**config.mk**
```make
export PLATFORM = sky130hd
export DESIGN_NAME = branch_predictor
export DESIGN_NICKNAME = d
export VERILOG_FILES = /design/src/rtl/branch_predictor.sv
export SDC_FILE = /design/constraint.sdc
export NUM_CORES = 2
export LEC_CHECK = 0
export BUFFER_PORTS_ARGS = -buffer_cell sky130_fd_sc_hd__buf_2
export CAP_MARGIN = 20
export CORE_MARGIN = 2
export CORE_UTILIZATION = 65
export DETAILED_ROUTE_END_ITERATION = 7
export GPL_TIMING_DRIVEN = 0
export PLACE_DENSITY = 0.84
export SYNTH_ARGS = -nofsm -noshare
export SYNTH_HDL_FRONTEND = slang
export SYNTH_SLANG_ARGS = --single-unit
```
**constraint.sdc**
```tcl
create_clock -name clk -period 48 [get_ports clk]
set_input_delay 7.2 -clock clk [delete_from_list [all_inputs] [get_ports clk]]
set_output_delay 7.2 -clock clk [all_outputs]
set_load 0.02 [all_outputs]
```
**src/rtl/branch_predictor.sv**
```systemverilog
// Direct-mapped BTB with per-entry saturating counters for the RV32I pipeline.
// IF looks up combinationally; EX trains the tables and accumulates statistics.
module branch_predictor #(
  parameter int ENTRIES = 16,
  parameter int TAG_W   = 8,
  parameter int CNT_W   = 2
) (
  input  logic        clk,
  input  logic        rst,
  input  logic [31:0] lookup_pc,
  output logic        pred_hit,
  output logic        pred_taken,
  output logic [31:0] pred_target,
  input  logic        upd_en,
  input  logic [31:0] upd_pc,
  input  logic        upd_taken,
  input  logic [31:0] upd_target,
  input  logic        upd_uncond,
  input  logic        upd_mispredict,
  input  logic        clear,
  output logic [31:0] stat_branches,
  output logic [31:0] stat_mispredicts
);

  localparam int IDX_W = $clog2(ENTRIES);
  localparam logic [CNT_W-1:0] CMAX  = '1;
  localparam logic [CNT_W-1:0] CONE  = CNT_W'(1);
  localparam logic [CNT_W-1:0] CWT   = CONE << (CNT_W - 1);
  localparam logic [CNT_W-1:0] CINIT = CWT - CONE;

  logic             valid_q  [ENTRIES];
  logic             valid_d  [ENTRIES];
  logic [TAG_W-1:0] tag_q    [ENTRIES];
  logic [TAG_W-1:0] tag_d    [ENTRIES];
  logic [31:0]      target_q [ENTRIES];
  logic [31:0]      target_d [ENTRIES];
  logic             uncond_q [ENTRIES];
  logic             uncond_d [ENTRIES];
  logic [CNT_W-1:0] cnt_q    [ENTRIES];
  logic [CNT_W-1:0] cnt_d    [ENTRIES];
  logic [31:0]      br_q, br_d, mp_q, mp_d;

  logic [IDX_W-1:0] lk_idx, upd_idx;
  logic [TAG_W-1:0] lk_tag, upd_tag;
  logic             upd_hit;
  logic             unused_bits;

  assign unused_bits = ^{lookup_pc, upd_pc};

  assign lk_idx  = lookup_pc[IDX_W+1:2];
  assign lk_tag  = lookup_pc[IDX_W+TAG_W+1:IDX_W+2];
  assign upd_idx = upd_pc[IDX_W+1:2];
  assign upd_tag = upd_pc[IDX_W+TAG_W+1:IDX_W+2];
  assign upd_hit = valid_q[upd_idx] && (tag_q[upd_idx] == upd_tag);

  assign pred_hit    = valid_q[lk_idx] && (tag_q[lk_idx] == lk_tag);
  assign pred_taken  = pred_hit && (uncond_q[lk_idx] || cnt_q[lk_idx][CNT_W-1]);
  assign pred_target = pred_taken ? target_q[lk_idx] : lookup_pc + 32'd4;

  assign stat_branches    = br_q;
  assign stat_mispredicts = mp_q;

  // A not-taken report against a JAL entry is ignored so jumps stay predicted taken.
  always_comb begin
    valid_d  = valid_q;
    tag_d    = tag_q;
    target_d = target_q;
    uncond_d = uncond_q;
    cnt_d    = cnt_q;
    if (clear) begin
      for (int i = 0; i < ENTRIES; i++) begin
        valid_d[i] = 1'b0;
        cnt_d[i]   = CINIT;
      end
    end else if (upd_en) begin
      if (upd_hit) begin
        if (!(uncond_q[upd_idx] && !upd_taken)) begin
          uncond_d[upd_idx] = upd_uncond;
          if (upd_taken) target_d[upd_idx] = upd_target;
          if (upd_uncond) cnt_d[upd_idx] = CMAX;
          else if (upd_taken) begin
            if (cnt_q[upd_idx] != CMAX) cnt_d[upd_idx] = cnt_q[upd_idx] + CONE;
          end else if (cnt_q[upd_idx] != '0) begin
            cnt_d[upd_idx] = cnt_q[upd_idx] - CONE;
          end
        end
      end else if (upd_taken) begin
        valid_d[upd_idx]  = 1'b1;
        tag_d[upd_idx]    = upd_tag;
        target_d[upd_idx] = upd_target;
        uncond_d[upd_idx] = upd_uncond;
        cnt_d[upd_idx]    = upd_uncond ? CMAX : CWT;
      end
    end
  end

  always_comb begin
    br_d = br_q;
    mp_d = mp_q;
    if (upd_en && (br_q != 32'hFFFF_FFFF)) br_d = br_q + 32'd1;
    if (upd_en && upd_mispredict && (mp_q != 32'hFFFF_FFFF)) mp_d = mp_q + 32'd1;
  end

  always_ff @(posedge clk or posedge rst) begin
    if (rst) begin
      for (int i = 0; i < ENTRIES; i++) begin
        valid_q[i]  <= 1'b0;
        tag_q[i]    <= '0;
        target_q[i] <= '0;
        uncond_q[i] <= 1'b0;
        cnt_q[i]    <= CINIT;
      end
      br_q <= '0;
      mp_q <= '0;
    end else begin
      valid_q  <= valid_d;
      tag_q    <= tag_d;
      target_q <= target_d;
      uncond_q <= uncond_d;
      cnt_q    <= cnt_d;
      br_q     <= br_d;
      mp_q     <= mp_d;
    end
  end

endmodule

```
* After elaboration in Yosys (flattened, before gate mapping)
Cells that the tools add are included.
Word-level totals: RAM bits 0, latch bits 0, input bits 103, memories kept 0, logic and storage cells 188, bits in read-only memories 0, register bits after elaboration 768
Cells by class: equality and inequality tests 9, order comparisons 3, add/subtract/negate cells 5, $mul 0, shift-type cells 0, div/mod/pow operators 0, bitwise logic cells 6, reduce and logical (&&, ||, !) cells 21, muxes and demuxes 62
Operator list (count):
- two-way mux 512 bit | 3
- bitwise mux 512 bit | 1
- two-way mux 32 bit | 13
- binary-select mux 32 bit (select 4 bit) | 1
- bitwise mux 128 bit | 1
- demux 32 bit (select 4 bit) | 1
- two-way mux 16 bit | 7
- bitwise mux 32 bit | 3
- adder 32 x 1 -> 32 bit (second input constant) | 2
- binary-select mux 8 bit (select 4 bit) | 2
- != test 32 bit (second input constant) | 2
- two-way mux 8 bit | 5
- adder 32 x 3 -> 32 bit (second input constant) | 1
- demux 8 bit (select 4 bit) | 1
- OR 32 bit | 1
- binary-select mux 1 bit (select 4 bit) | 4
- binary-select mux 2 bit (select 4 bit) | 2
- bitwise mux 16 bit | 1
- == test 8 bit | 2
- OR 16 bit | 1
- greater-or-equal comparator 5 bit (second input constant) | 2
- two-way mux 1 bit | 10
- two-way mux 2 bit | 5
- inverter 4 -> 5 bit | 2
- 18 further kinds | 33

* Longest topological paths before layout
word-level depth 13, gate-level depth with buffers 15

* Least setup slack after synthesis
OpenSTA, ideal clock, no wires.
path type input -> output, start point input lookup_pc[2], end point output pred_target[2], cell stages on the path 11, path buffers 4, arrival 10.406 ns, slack 30.394 ns, required time 40.800 ns, cell sequence buf_2 > buf_2 > mux4_2 > mux4_2 > xnor2_1 > o2111ai_1 > nor3_1 > nor2b_1 > buf_2 > buf_2 > mux2i_1
On the way: longest elaborated chain between the ends 8, elaborated cells on any way between the ends 22, those cells by class 1 x add/sub; 1 x eq/ne; 16 x mux; 1 x bitwise; 3 x reduce/logical
RTL lines:
- from (decl) | RTL line 10 | input logic [31:0] lookup_pc,
- inverter 4 -> 5 bit (implied by the code) (*) | RTL line 56 | assign pred_hit = valid_q[lk_idx] && (tag_q[lk_idx] == lk_tag);
- binary-select mux 8 bit (select 4 bit) | RTL line 56
- two-way mux 8 bit (implied by the code) (2 in series) | RTL line 56
- == test 8 bit | RTL line 56
- logical AND 1 bit (*) | RTL line 56
- named net pred_hit | RTL line 11 | output logic pred_hit,
- logical AND 1 bit (*) | RTL line 57 | assign pred_taken = pred_hit && (uncond_q[lk_idx] || cnt_q[lk_idx][CNT_W-1]);
- named net pred_taken | RTL line 12 | output logic pred_taken,
- two-way mux 32 bit (*) | RTL line 58 | assign pred_target = pred_taken ? target_q[lk_idx] : lookup_pc + 32'd4;
- to (decl) | RTL line 13 | output logic [31:0] pred_target,
The timed path passes the listed nets; every way through them passes the cells marked *. The select of a mux whose other input is x is not followed.

* Worst setup path in the final report
start point input lookup_pc[3], end point output pred_target[2]
On the way: longest elaborated chain between the ends 8, elaborated cells on any way between the ends 21, those cells by class 1 x eq/ne; 16 x mux; 1 x bitwise; 3 x reduce/logical
RTL lines (RTL line):
- inverter 4 -> 5 bit (implied by the code) (*) | 56, 57, 58
- binary-select mux 8 bit (select 4 bit) | 56
- two-way mux 8 bit (implied by the code) (2 in series) | 56
- == test 8 bit | 56
- logical AND 1 bit | 56
- logical AND 1 bit | 57
- two-way mux 32 bit (*) | 58
Mark *: on every way between the ends. The rest lies on a longest branch, timed or not. The select of a mux whose other input is x is not followed.

==> results.py <==
metrics = {
    "grt": {
        "grt-ovfl-total": 0,
        "grt_pass1_wl_mm": 155,
        "track_usage_pct": 34.5,
        "grt_pass1_vias": 25900,
        "grt_max_degree": 147,
        "grt_antenna_before_repair": 7,
    },
    "clock_tree": {
        "cts.sinks": 768,
        "tritoncts": "done",
        "cts_setup_buffers": 0,
        "clk_pin_slew_ps": 60,
        "cts_htree_levels": 3,
        "hold_buffers": 0,
        "cts_made_buffers": 78,
        "root_buffer": "clkbuf_16",
        "worstSkewPairLatency_ps": 620,
        "clk_path_buf_depth": 3,
        "cts_resized": 0,
    },
    "timing": {
        "rsz0062_at_grt": "false",
        "finalClockSkew_ps": 16.6,
        "max-slew-margin-rel_pct": 25.6,
        "max_freq_ghz": 0.0516,
        "min_period_ps": 19390,
        "finalHoldViolations": 0,
        "setup_total_negative_slack_ps": 0,
        "drv_slew": 0,
        "tightest_slew_ps": 1120,
        "fin_crit_sh_pct": 40.4,
        "setup_violations": 0,
    },
    "synth": {
        "synth_top_area_share_pct": 50.3,
        "syn_nets": 2593,
        "syn_avg_cell_area_um2": 15.0,
        "syn-instance-count": 2485,
        "yosysSeqAreaShare_pct": 51.5,
        "ys.flop_type": "dfrtp_1",
        "synth_cell_types": 66,
        "ys_warn_count": 0,
        "synth_edf_count": 0,
        "synth_top_area_cell": "dfrtp_1",
        "synth_area_leaders": "dfrtp_1 (50%), mux2_2 (20%), mux4_2 (14%)",
        "async_reset_ff_share_pct": 100,
        "synth_area_mm2": 0.0374,
        "synth_seq_cells": 768,
    },
    "min_path": {
        "worst_hold_path_type": "flop to flop",
        "whs_path_depth": 1,
    },
    "finish": {
        "fin_cells": 3573,
        "final_cell_mix": "dfrtp_1 (752), mux2_2 (678), mux4_2 (240), buf_2 (211), clkbuf_1 (148)",
        "final_common_cell": "dfrtp_1",
        "drive_above_1_share_pct": 48.1,
        "syn_to_final_growth_pct": 12.5,
        "nets": 2860,
    },
    "run_status": {
        "outcome": "finished, final reports clean",
    },
    "floorplanning": {
        "ios": 201,
        "die_height_um": 244,
        "die_w_um": 244,
        "num_rows": 87,
        "start_util_pct": 66.1,
        "core-area_mm2": 0.0566,
        "dieArea_mm2": 0.0595,
    },
    "setup_path": {
        "critPathCaptureType": "primary output",
        "cp_slowest_cell": "nor3_1",
        "path_max_fanout": 10,
        "crit_path_max_incr_delay_ps": 690,
        "path_class": "input port to primary output",
        "critical_path.cell_chain": "buf_2 -> buf_2 -> buf_2 -> buf_2 -> buf_2 -> a211oi_1 -> a21oi_1 -> xnor2_1 -> nand3_1 -> nor3_1 -> nor2b_1 -> buf_2 -> buf_2 -> mux2i_1 -> buf_2",
        "required_ps": 40800,
        "critPathMostFrequentCell": "buf_2",
        "reg2reg_depth": 10,
        "cp.arrival_ps": 12190,
        "worstSetupStartpointType": "input port",
    },
    "placement": {
        "globalplace.congestion": 0.936,
        "place_inst": 3425,
        "io_buffers": 173,
        "dp.final_hpwl_mm": 66.5,
    },
    "job": {
        "cap_violations": 0,
    },
    "route": {
        "top_layer": "met5",
        "drc": 0,
        "drt-vias-per-instance": 6.85,
        "route.antenna.remaining_nets": 0,
        "wl_met1_mm": 37.7,
        "num_vias": 24500,
        "wl_met2_mm": 48.7,
        "first_pass_iters": 6,
        "wl_per_cell_um": 28.2,
        "wl_mm": 101,
        "wl_met3_mm": 8.90,
        "drt_iter0_markers": 2073,
    },
    "power": {
        "leakage_nw": 19.4,
        "cellPowerDensity_mw_per_mm2": 38.8,
        "vdd_drop_max_v": 0.0000323,
    },
}
[cell families (layout without fill, tap and decap cells)]
family,Yosys count,after routing,synth area share [%]
compound gates,159,159,3.25
buf+inv,212,539,2.55
fa+ha+maj,5,5,0.167
flops,768,768,51.5
xor+xnor,106,106,2.48
other cells,0,5,0
mux,960,960,36.0
simple gates,275,275,4.07
[state kept, by name, indices dropped and copies added, names as in the netlist]
register	count
stat_mispredicts	32
cnt_q	32
tag_q	128
uncond_q	16
stat_branches	32
valid_q	16
target_q	512
[area by class of cell]
class | instances | area [um^2]
Clock buffer | 118 | 2370
Buffer | 194 | 885
Fill cell | 3477 | 14500
Antenna cell | 5 | 12.5
Multi-Input combinational cell | 1505 | 17200
Inverter | 18 | 75.1
Tap cell | 756 | 946
Sequential cell | 768 | 19200
Timing Repair Buffer | 187 | 1130
Clock inverter | 22 | 218
[metal layers]
layer / track usage (%) / up-vias
met4: 17.5 / 8
li1: - / 9900
met1: 45.0 / 13000
met5: 0 / -
met3: 7.67 / 332
met2: 55.2 / 1264
[cells in the mapped netlist (6+ instances only)]
| cell | count |
|---|---|
| mux4_2 | 240 |
| a22oi_1 | 8 |
| xnor2_1 | 73 |
| dfrtp_1 | 752 |
| mux2i_1 | 41 |
| nand4_1 | 18 |
| o211ai_1 | 8 |
| a211oi_1 | 8 |
| nor2_1 | 44 |
| clkbuf_1 | 134 |
| o211ai_2 | 10 |
| nor2b_1 | 14 |
| nand3_1 | 53 |
| a41oi_1 | 11 |
| o31ai_1 | 16 |
| a21o_1 | 18 |
| inv_1 | 15 |
| and4_1 | 10 |
| nor3_1 | 18 |
| mux2_2 | 678 |
| xor2_1 | 33 |
| and3_1 | 18 |
| buf_2 | 38 |
| buf_4 | 7 |
| nor2_4 | 10 |
| a21oi_1 | 15 |
| o21ai_0 | 29 |
| a311oi_1 | 11 |
| and2_1 | 6 |
| dfstp_2 | 16 |
| buf_6 | 7 |
| nand2_1 | 59 |
| o21ai_2 | 10 |
[through the flow]
step / cell area (um^2) / hold WS (ps) / setup slack, ps / total power [mW] / util, %
after global routing: 42100 / 508 / 28500 / 1.69 / 74.3
after detailed placement: 39400 / 477 / 28940 / 1.02 / 69.7
after floorplan: 37400 / 461 / 19270 / 0.949 / -
after CTS: 42000 / 493 / 28920 / 1.64 / 74.3
after global placement: 39200 / 468 / 13100 / 1.00 / 69.3
final: 42100 / 489 / 28610 / 1.63 / 74.3
[worst paths after layout]
check | from | slack (ps) | to
max in group asynchronous | rst | 38880 | target_q[81]
worst max register to register | tag_q[47] | 44520 | tag_q[39]
min in group asynchronous | rst | 6810 | target_q[99]
worst min register to register | stat_mispredicts[12] | 490 | stat_mispredicts[12]
worst min-delay path | stat_mispredicts[12] | 490 | stat_mispredicts[12]
worst max-delay path | lookup_pc[3] | 28610 | pred_target[2]
[critical path, delay by kind of cell]
kind / cells / cell delay (ps)
simple gates: 3 / 1000
mux: 1 / 460
buf+inv: 8 / 2810
compound gates: 2 / 500
xor+xnor: 1 / 170
[power breakdown]
part,switching (mW),internal (mW),leakage (nW)
registers,0.0505,0.727,10.2
clock network,0.259,0.358,1.29
logic,0.111,0.130,7.94
Power figures use the tool's default switching activity.
